`src/rtl/mimo_ofdm_cp_remover.sv`:
```
`default_nettype none
// ============================================================================
// Module   : mimo_ofdm_cp_remover
// Purpose  : 2x2 MIMO-OFDM receive framer. Strips the cyclic prefix from the
//            dual-antenna sample stream and emits NFFT body samples per symbol.
// Revision : 1.0  initial release
// ============================================================================
module mimo_ofdm_cp_remover #(
    parameter int DATA_W  = 16,
    parameter int NFFT    = 64,
    parameter int NCP     = 16,
    parameter int BACKOFF = 0
) (
    input  logic                    clk,
    input  logic                    rst_n,
    input  logic                    enable,
    input  logic                    in_valid,
    input  logic                    sof_in,
    input  logic [DATA_W-1:0]       adc1_re,
    input  logic [DATA_W-1:0]       adc1_im,
    input  logic [DATA_W-1:0]       adc2_re,
    input  logic [DATA_W-1:0]       adc2_im,
    output logic                    out_valid,
    output logic                    out_sop,
    output logic                    out_eop,
    output logic [$clog2(NFFT)-1:0] out_idx,
    output logic [DATA_W-1:0]       out1_re,
    output logic [DATA_W-1:0]       out1_im,
    output logic [DATA_W-1:0]       out2_re,
    output logic [DATA_W-1:0]       out2_im,
    output logic                    out_abort,
    output logic [15:0]             sym_cnt
);

    localparam int IDX_W = $clog2(NFFT);
    localparam int CP_W  = $clog2(NCP + 1);

    localparam logic [1:0] S_IDLE = 2'd0;
    localparam logic [1:0] S_CP   = 2'd1;
    localparam logic [1:0] S_BODY = 2'd2;

    // Last CP sample discarded; BACKOFF guard samples are kept as body
    localparam logic [CP_W-1:0]  c_CP_LAST   = CP_W'(NCP - BACKOFF - 1);
    localparam logic [IDX_W-1:0] c_BODY_LAST = IDX_W'(NFFT - 1);
    localparam logic [CP_W-1:0]  c_CP_ONE    = CP_W'(1);

    logic [1:0]       r_state;
    logic [1:0]       w_state_nxt;
    logic [CP_W-1:0]  r_cp_cnt;
    logic [CP_W-1:0]  w_cp_cnt_nxt;
    logic [IDX_W-1:0] r_body_cnt;
    logic [IDX_W-1:0] w_body_cnt_nxt;

    logic w_accept;
    logic w_body_last;
    logic w_fwd;
    logic w_abort;

    assign w_accept    = in_valid & enable;
    assign w_body_last = (r_body_cnt == c_BODY_LAST);

    always_ff @(posedge clk) begin
        if (!rst_n) begin
            r_state    <= S_IDLE;
            r_cp_cnt   <= '0;
            r_body_cnt <= '0;
        end else begin
            r_state    <= w_state_nxt;
            r_cp_cnt   <= w_cp_cnt_nxt;
            r_body_cnt <= w_body_cnt_nxt;
        end
    end

    always_comb begin
        w_state_nxt    = r_state;
        w_cp_cnt_nxt   = r_cp_cnt;
        w_body_cnt_nxt = r_body_cnt;
        if (!enable) begin
            w_state_nxt    = S_IDLE;
            w_cp_cnt_nxt   = '0;
            w_body_cnt_nxt = '0;
        end else if (in_valid) begin
            // A strobe always restarts framing, whatever the current state
            if (sof_in) begin
                if (c_CP_LAST == '0) begin
                    w_state_nxt    = S_BODY;
                    w_body_cnt_nxt = '0;
                end else begin
                    w_state_nxt  = S_CP;
                    w_cp_cnt_nxt = c_CP_ONE;
                end
            end else begin
                case (r_state)
                    S_IDLE: w_state_nxt = S_IDLE;
                    S_CP: begin
                        if (r_cp_cnt == c_CP_LAST) begin
                            w_state_nxt    = S_BODY;
                            w_body_cnt_nxt = '0;
                        end else begin
                            w_cp_cnt_nxt = r_cp_cnt + c_CP_ONE;
                        end
                    end
                    S_BODY: begin
                        if (w_body_last) begin
                            w_state_nxt  = S_CP;
                            w_cp_cnt_nxt = '0;
                        end else begin
                            w_body_cnt_nxt = r_body_cnt + IDX_W'(1);
                        end
                    end
                    default: w_state_nxt = S_IDLE;
                endcase
            end
        end
    end

    // A strobe on the final body sample still completes that symbol
    always_comb begin
        w_fwd   = w_accept && (r_state == S_BODY) && (!sof_in || w_body_last);
        w_abort = (r_state == S_BODY) && (r_body_cnt != '0) &&
                  (!enable || (in_valid && sof_in && !w_body_last));
    end

    always_ff @(posedge clk) begin
        if (!rst_n) begin
            out_valid <= 1'b0;
            out_sop   <= 1'b0;
            out_eop   <= 1'b0;
            out_idx   <= '0;
            out1_re   <= '0;
            out1_im   <= '0;
            out2_re   <= '0;
            out2_im   <= '0;
            out_abort <= 1'b0;
            sym_cnt   <= '0;
        end else begin
            out_valid <= w_fwd;
            out_sop   <= w_fwd && (r_body_cnt == '0);
            out_eop   <= w_fwd && w_body_last;
            out_abort <= w_abort;
            if (w_fwd) begin
                out_idx <= r_body_cnt;
                out1_re <= adc1_re;
                out1_im <= adc1_im;
                out2_re <= adc2_re;
                out2_im <= adc2_im;
            end
            if (w_fwd && w_body_last) begin
                sym_cnt <= sym_cnt + 16'd1;
            end
        end
    end

endmodule
`default_nettype wire
```
`config.mk`:
```
export PLATFORM = sky130hd
export DESIGN_NAME = mimo_ofdm_cp_remover
export DESIGN_NICKNAME = d
export VERILOG_FILES = /design/src/rtl/mimo_ofdm_cp_remover.sv
export SDC_FILE = /design/constraint.sdc
export NUM_CORES = 1
export LEC_CHECK = 0
export CAP_MARGIN = 20
export CORE_MARGIN = 2
export CORE_UTILIZATION = 41
export DETAILED_ROUTE_END_ITERATION = 6
export PLACE_DENSITY = 0.77
export SYNTH_ARGS = -nofsm -noshare
export SYNTH_HDL_FRONTEND = slang
export SYNTH_SLANG_ARGS = --single-unit
```
`constraint.sdc`:
```
create_clock -name clk -period 2.1 [get_ports clk]
set_input_delay 0.315 -clock clk [delete_from_list [all_inputs] [get_ports clk]]
set_output_delay 0.315 -clock clk [all_outputs]
set_load 0.005 [all_outputs]
```
* After elaboration in Yosys (flattened, before gate mapping) *
Cells that the tools add are included.

operators by class
  add/sub/neg operators = 3
  equal/unequal tests = 9
  multiplexer cells = 11
  bitwise gates (word level) = 2
  reductions and logical operators = 21

operators by type and width
  cell                     count
  $add A16 B1 Y16 const B  1
  $mux W5                  3
  $mux W6                  2
  $pmux W6 S2              1
  $pmux W5 S2              1
  $ne A3 B3 Y1 const B     3
  $logic_and A1 B1 Y1      8
  $add A6 B1 Y6 const B    1
  $eq A6 B6 Y1 const B     1
  $logic_not A6 Y1         1
  $mux W2                  3
  $reduce_bool A6 Y1       1
  $add A5 B1 Y5 const B    1
  $eq A5 B4 Y1 const B     1
  $reduce_and A5 Y1        1
  $ne A2 B2 Y1 const B     2
  $pmux W2 S2              1
  $reduce_and A4 Y1        1
  $logic_not A1 Y1         3
  $reduce_and A3 Y1        1
  $reduce_bool A3 Y1       1
  $eq A2 B1 Y1 const B     1
  $eq A2 B2 Y1 const B     1
  $logic_or A1 B1 Y1       2
  4 further kinds          4

word-level totals
  flip-flop bits (word level) = 103
  input bits = 69
  output and inout port bits = 90
  word-level logic and storage cells = 59

* Longest topological paths before layout *
Gate-level depths: netlist of run 1.

  depth in word-level cells = 5
  mapped depth = 8
  depth with buffers taken out = 7

* Least setup slack after synthesis of run 1 *
OpenSTA, ideal clock, no wires.

  path type = reg-to-reg
  start point = register r_cp_cnt[0]
  end point = register r_body_cnt[5]
  library setup time = 0.121 ns
  arrival time = 1.940 ns
  data required time = 1.979 ns
  setup slack = 0.039 ns
  stages on the path, launching flop included = 8
  buffers on the path = 0
  clock period less this slack = 2.061 ns
  cell sequence = dfxtp_1 > ha_1 > and3_1 > ha_1 > nor2b_1 > or3_1 > nor4_1 > mux2_2

on the way
  longest elaborated chain between the ends = 3

RTL lines
  item                                line  RTL
  start, declared                     49    logic [CP_W-1:0] r_cp_cnt;
  start signal, assigned              69    r_cp_cnt <= w_cp_cnt_nxt;
  $eq A5 B4 Y1                        96    if (r_cp_cnt == c_CP_LAST) begin
  $ne A2 B2 Y1 (no source line)       -
  $reduce_and A5 Y1 (no source line)  -
  end signal, assigned                70    r_body_cnt <= w_body_cnt_nxt;
  end, declared                       51    logic [IDX_W-1:0] r_body_cnt;

No other way between the ends.
A chain may end at the register's enable or synchronous reset.

* Final worst setup path of run 1 *
  start point = register r_cp_cnt[1]
  end point = register r_body_cnt[3]

The elaborated chain is that of the path after synthesis.

==> results of run 1 <==
cells by family after synthesis:
kind of cell	count (synthesis)	synth area share [%]
and+or+nand+nor	229	22.7
muxes	72	16.0
AOI/OAI and AO/OA	49	6.88
DFF	103	45.7
xor gates and xnor gates	7	1.36
buffers and inverters	43	5.08
adders and majority gates	8	2.22
sequential cells by signal, summed over array words and instances, names as in the netlist:
name	flops
r_body_cnt	6
r_state	2
sym_cnt	16
out_eop	1
out1_re	16
out_idx	6
out_sop	1
out_valid	1
r_cp_cnt	5
out1_im	16
out_abort	1
out2_im	16
out2_re	16
metrics by stage:
step	cell area, sq um	setup slack, ns	hold slack (ns)	TNS [ns]	total power [W]
2_1_floorplan	4510	0.0392	0.427	0	0.00210
3_3_place_gp	6330	0.0000151	0.440	0	0.00226
5_1_grt	6550	0.00226	0.368	0	0.00354
4_1_cts	6520	0.00588	0.354	0	0.00345
6_report	6550	0.0734	0.377	0	0.00341
3_5_place_dp	6330	-0.0370	0.450	-0.0370	0.00227
report_power, final:
| group | switching [W] | internal [W] | total, W |
|---|---|---|---|
| registers | 0.00000230 | 0.00195 | 0.00196 |
| clock network | 0.000686 | 0.000495 | 0.00118 |
| logic | 0.000114 | 0.000157 | 0.000271 |
| total | 0.000802 | 0.00261 | 0.00341 |
worst max-delay path: stages (launching register included):
cell and delay (ns):
sky130_fd_sc_hd__dfxtp_2 0.35, sky130_fd_sc_hd__ha_2 0.18, sky130_fd_sc_hd__and3_1 0.17, sky130_fd_sc_hd__ha_2 0.20, sky130_fd_sc_hd__nor2b_1 0.06, sky130_fd_sc_hd__or3_4 0.40
sky130_fd_sc_hd__or4_4 0.50, sky130_fd_sc_hd__a21oi_2 0.12
path summary, 6_finish.rpt:
check,start,endpoint,slack [ns],depth (start not counted)
min reg2reg,out1_im[1]$_SDFFE_PN0P_,out1_im[1]$_SDFFE_PN0P_,0.46,2
max,r_cp_cnt[1]$_SDFFE_PN0P_,r_body_cnt[3]$_SDFFE_PN0P_,0.07,7
min,rst_n,out1_re[13]$_SDFFE_PN0P_,0.38,3
max reg2reg,r_cp_cnt[1]$_SDFFE_PN0P_,r_body_cnt[3]$_SDFFE_PN0P_,0.07,7
cell type report:
cell class / instances / area [sq um] / share of cell area [%]
well taps: 140 / 175 / 2.67
clock buffers: 11 / 151 / 2.31
multi-input cells: 365 / 2260 / 34.6
repair buffers: 186 / 1830 / 27.9
inverters: 10 / 37.5 / 0.573
clock inverters: 5 / 31.3 / 0.478
flip-flops and latches: 103 / 2060 / 31.5
layout by cell type, fill, tap and decap left out, types with 2 or more instances in the layout:
cell type	Yosys	final
sky130_fd_sc_hd__clkdlybuf4s50_1	0	157
sky130_fd_sc_hd__nand2_1	153	153
sky130_fd_sc_hd__dfxtp_1	103	101
sky130_fd_sc_hd__mux2i_1	71	71
sky130_fd_sc_hd__buf_4	2	26
sky130_fd_sc_hd__nor2_1	15	15
sky130_fd_sc_hd__a21oi_1	16	14
sky130_fd_sc_hd__o21ai_0	13	13
sky130_fd_sc_hd__clkbuf_8	0	11
sky130_fd_sc_hd__inv_1	10	10
sky130_fd_sc_hd__nand3_1	10	10
sky130_fd_sc_hd__nand4_1	8	8
sky130_fd_sc_hd__nor3_1	6	6
sky130_fd_sc_hd__ha_1	8	6
sky130_fd_sc_hd__or3_1	6	5
sky130_fd_sc_hd__nand2b_1	5	5
sky130_fd_sc_hd__nor4_1	6	5
sky130_fd_sc_hd__and3_1	4	4
sky130_fd_sc_hd__and2_1	4	4
sky130_fd_sc_hd__xnor2_1	4	4
sky130_fd_sc_hd__o311ai_0	3	3
sky130_fd_sc_hd__o31ai_1	3	3
sky130_fd_sc_hd__xor2_1	3	3
sky130_fd_sc_hd__clkinv_2	0	3
sky130_fd_sc_hd__buf_12	0	3
sky130_fd_sc_hd__and4_2	0	2
sky130_fd_sc_hd__and4_1	4	2
sky130_fd_sc_hd__o31a_1	2	2
sky130_fd_sc_hd__a211oi_1	2	2
sky130_fd_sc_hd__a41oi_1	2	2
sky130_fd_sc_hd__ha_2	0	2
sky130_fd_sc_hd__dfxtp_2	0	2
routing by layer:
metal,track usage (%),routed length [microns],vias up
li1,-,-,2071
met1,22.8,4830,1935
met2,33.8,5730,141
met3,7.89,1050,18
met4,8.33,242,0
met5,0,0,-
what timing repair did:
item	CTS	global route
gates resized for setup	1	10
endpoints found under the setup margin	1	9
pin swaps	0	4
endpoints found under the hold margin	0	0
==> results.txt, run 1 <==
* Clock tree from TritonCTS: yes
- For the final database, setup skew stands at between 0.01 and 0.015 ns.
* Total standard cell area after synthesis: between 4000 and 5000 sq um
- In this run, post-CTS hold repair placed 0 buffers.
- Synthesis produced a netlist whose cell count is between 500 and 600.
- In this run the biggest area consumer among cell types represents 45.7% of the synthesized area.
- For the worst setup path, the data required time is ~2.4 ns.
* Die area: 11900 sq um
- Number of synthesized register bits: between 100 and 150
- Overflow left after global routing: 0
- First-pass GRT wire length: between 15000 and 20000 microns
* Post-synth top cells: sky130_fd_sc_hd__nand2_1, sky130_fd_sc_hd__dfxtp_1, sky130_fd_sc_hd__mux2i_1, sky130_fd_sc_hd__clkbuf_1, sky130_fd_sc_hd__a21oi_1
* Critical Path Source Type: flip-flop
* Post-synth top area cell: sky130_fd_sc_hd__dfxtp_1
- Type of the most critical hold path: in -> reg
- After detailed routing, the average wire length per cell comes to between 10 and 15 microns.
- After clock tree synthesis, the clock-pin slew on the worst setup and hold paths is around 0.090 ns.
- Buffers inserted during post-CTS setup optimization: 0
* Chip Height: approximately 110 microns
- Worst-case clock buffer depth: 2
- For the finished layout, the period the worst path requires is between 2 and 2.5 ns.
* Share of synthesized area occupied by flip-flops and latches: around 46%
- Number of vias per cell after detailed routing: about 5.1
- Number of design-rule violations left by the first detailed-router iteration: 140
- The hold violation count in the final report was 0.
- Number of levels the H-tree was split into: 3
* Mapped Nets: just under 600
- Leakage: approximately 2.2 nW
- Category of the critical setup timing path: reg -> reg
* Final weighted congestion in routability-driven placement: slightly below 0.9
* Cells after DPL: 804
- DRC violations left: 0
* Vias in the first global route: ~4000
- Across the VDD grid, the largest voltage drop is roughly 0.00032 V.
* Overall track demand over capacity in global routing: around a fifth
* Antenna diode count: 0
- The filler cells instantiated in the layout total slightly above 900.
- Layout cells sized above 1: under 10%
* Worst Path Arrival: 2.33 ns
* Max-cap violation count: 0
* Layout Nets: 752
* Post-Route Utilization: 60.7%
- Clock tree root buffer cell: sky130_fd_sc_hd__clkbuf_8
* Die width: 109 microns
- From synthesis to final layout, the design area changed by 45.3%.
* Pwr dens: between 500 and 600 nW/um^2
* Initial Utilization: 41.8%
- The core region is 10800 sq um.
- Wires add up to roughly 12000 microns.
- Biggest fanout along the worst timing path: 4
- Top Ports: 159
* Total number of yosys warnings: 0
- Number of distinct library cells after synthesis: 44
- Count of flip-flops with a built-in enable after synthesis: 0
* Post-synth top flop: sky130_fd_sc_hd__dfxtp_1
* Number of optimization iterations in the first detailed-route pass: 4
- Vias: 4165
* Outcome: complete, no violations
- Setup repair after global routing left no endpoint under its margin.
* Synth async-reset ratio: 0%
- The worst setup path is captured at a flip-flop.
- After legalization and detailed placement, the total HPWL measured approximately 8600 microns.
* Clock Sinks: approximately 100
- By area the synthesized netlist is led by sky130_fd_sc_hd__dfxtp_1, sky130_fd_sc_hd__mux2i_1, sky130_fd_sc_hd__nand2_1, sky130_fd_sc_hd__ha_1, sky130_fd_sc_hd__a21oi_1.
- After floorplanning, the core was divided into 38 placement rows.
- The number of max-slew violations in the final report came to 0.
- Number of antenna violations at the first check in global routing: 0
* Number of I/O port buffers: approximately 160
* Worst slew slack as a fraction of its limit: 62.9%
* Final number of setup-violating endpoints: 0
- Counting the buffers created by CTS gives 9.
* Clock latency at the later pin of the worst-skew pair: 0.37 ns
- Synth Area per Inst: between 8 and 9 sq um
* Peak Freq: slightly below 0.5 GHz
- Entering global routing, the biggest net connects 83 pins.
* Slew at the pin with the worst max-slew slack: 0.553 ns
* Part of the cycle the worst path needs: 96.5%
- Once detail routing completed, the nets flagged for antenna violations numbered 0.
- Yosys instantiated no cell more often than sky130_fd_sc_hd__nand2_1.
- Count of non-filler cells in the finished layout: just over 800
Note: power is estimated with default switching activity, not from simulation.
==> run 2: changes to the inputs <==
- HOLD_SLACK_MARGIN: not set -> 0.06
==> results of run 2 <==
No change in the layout: final DEF, timing and power equal those of run 1.
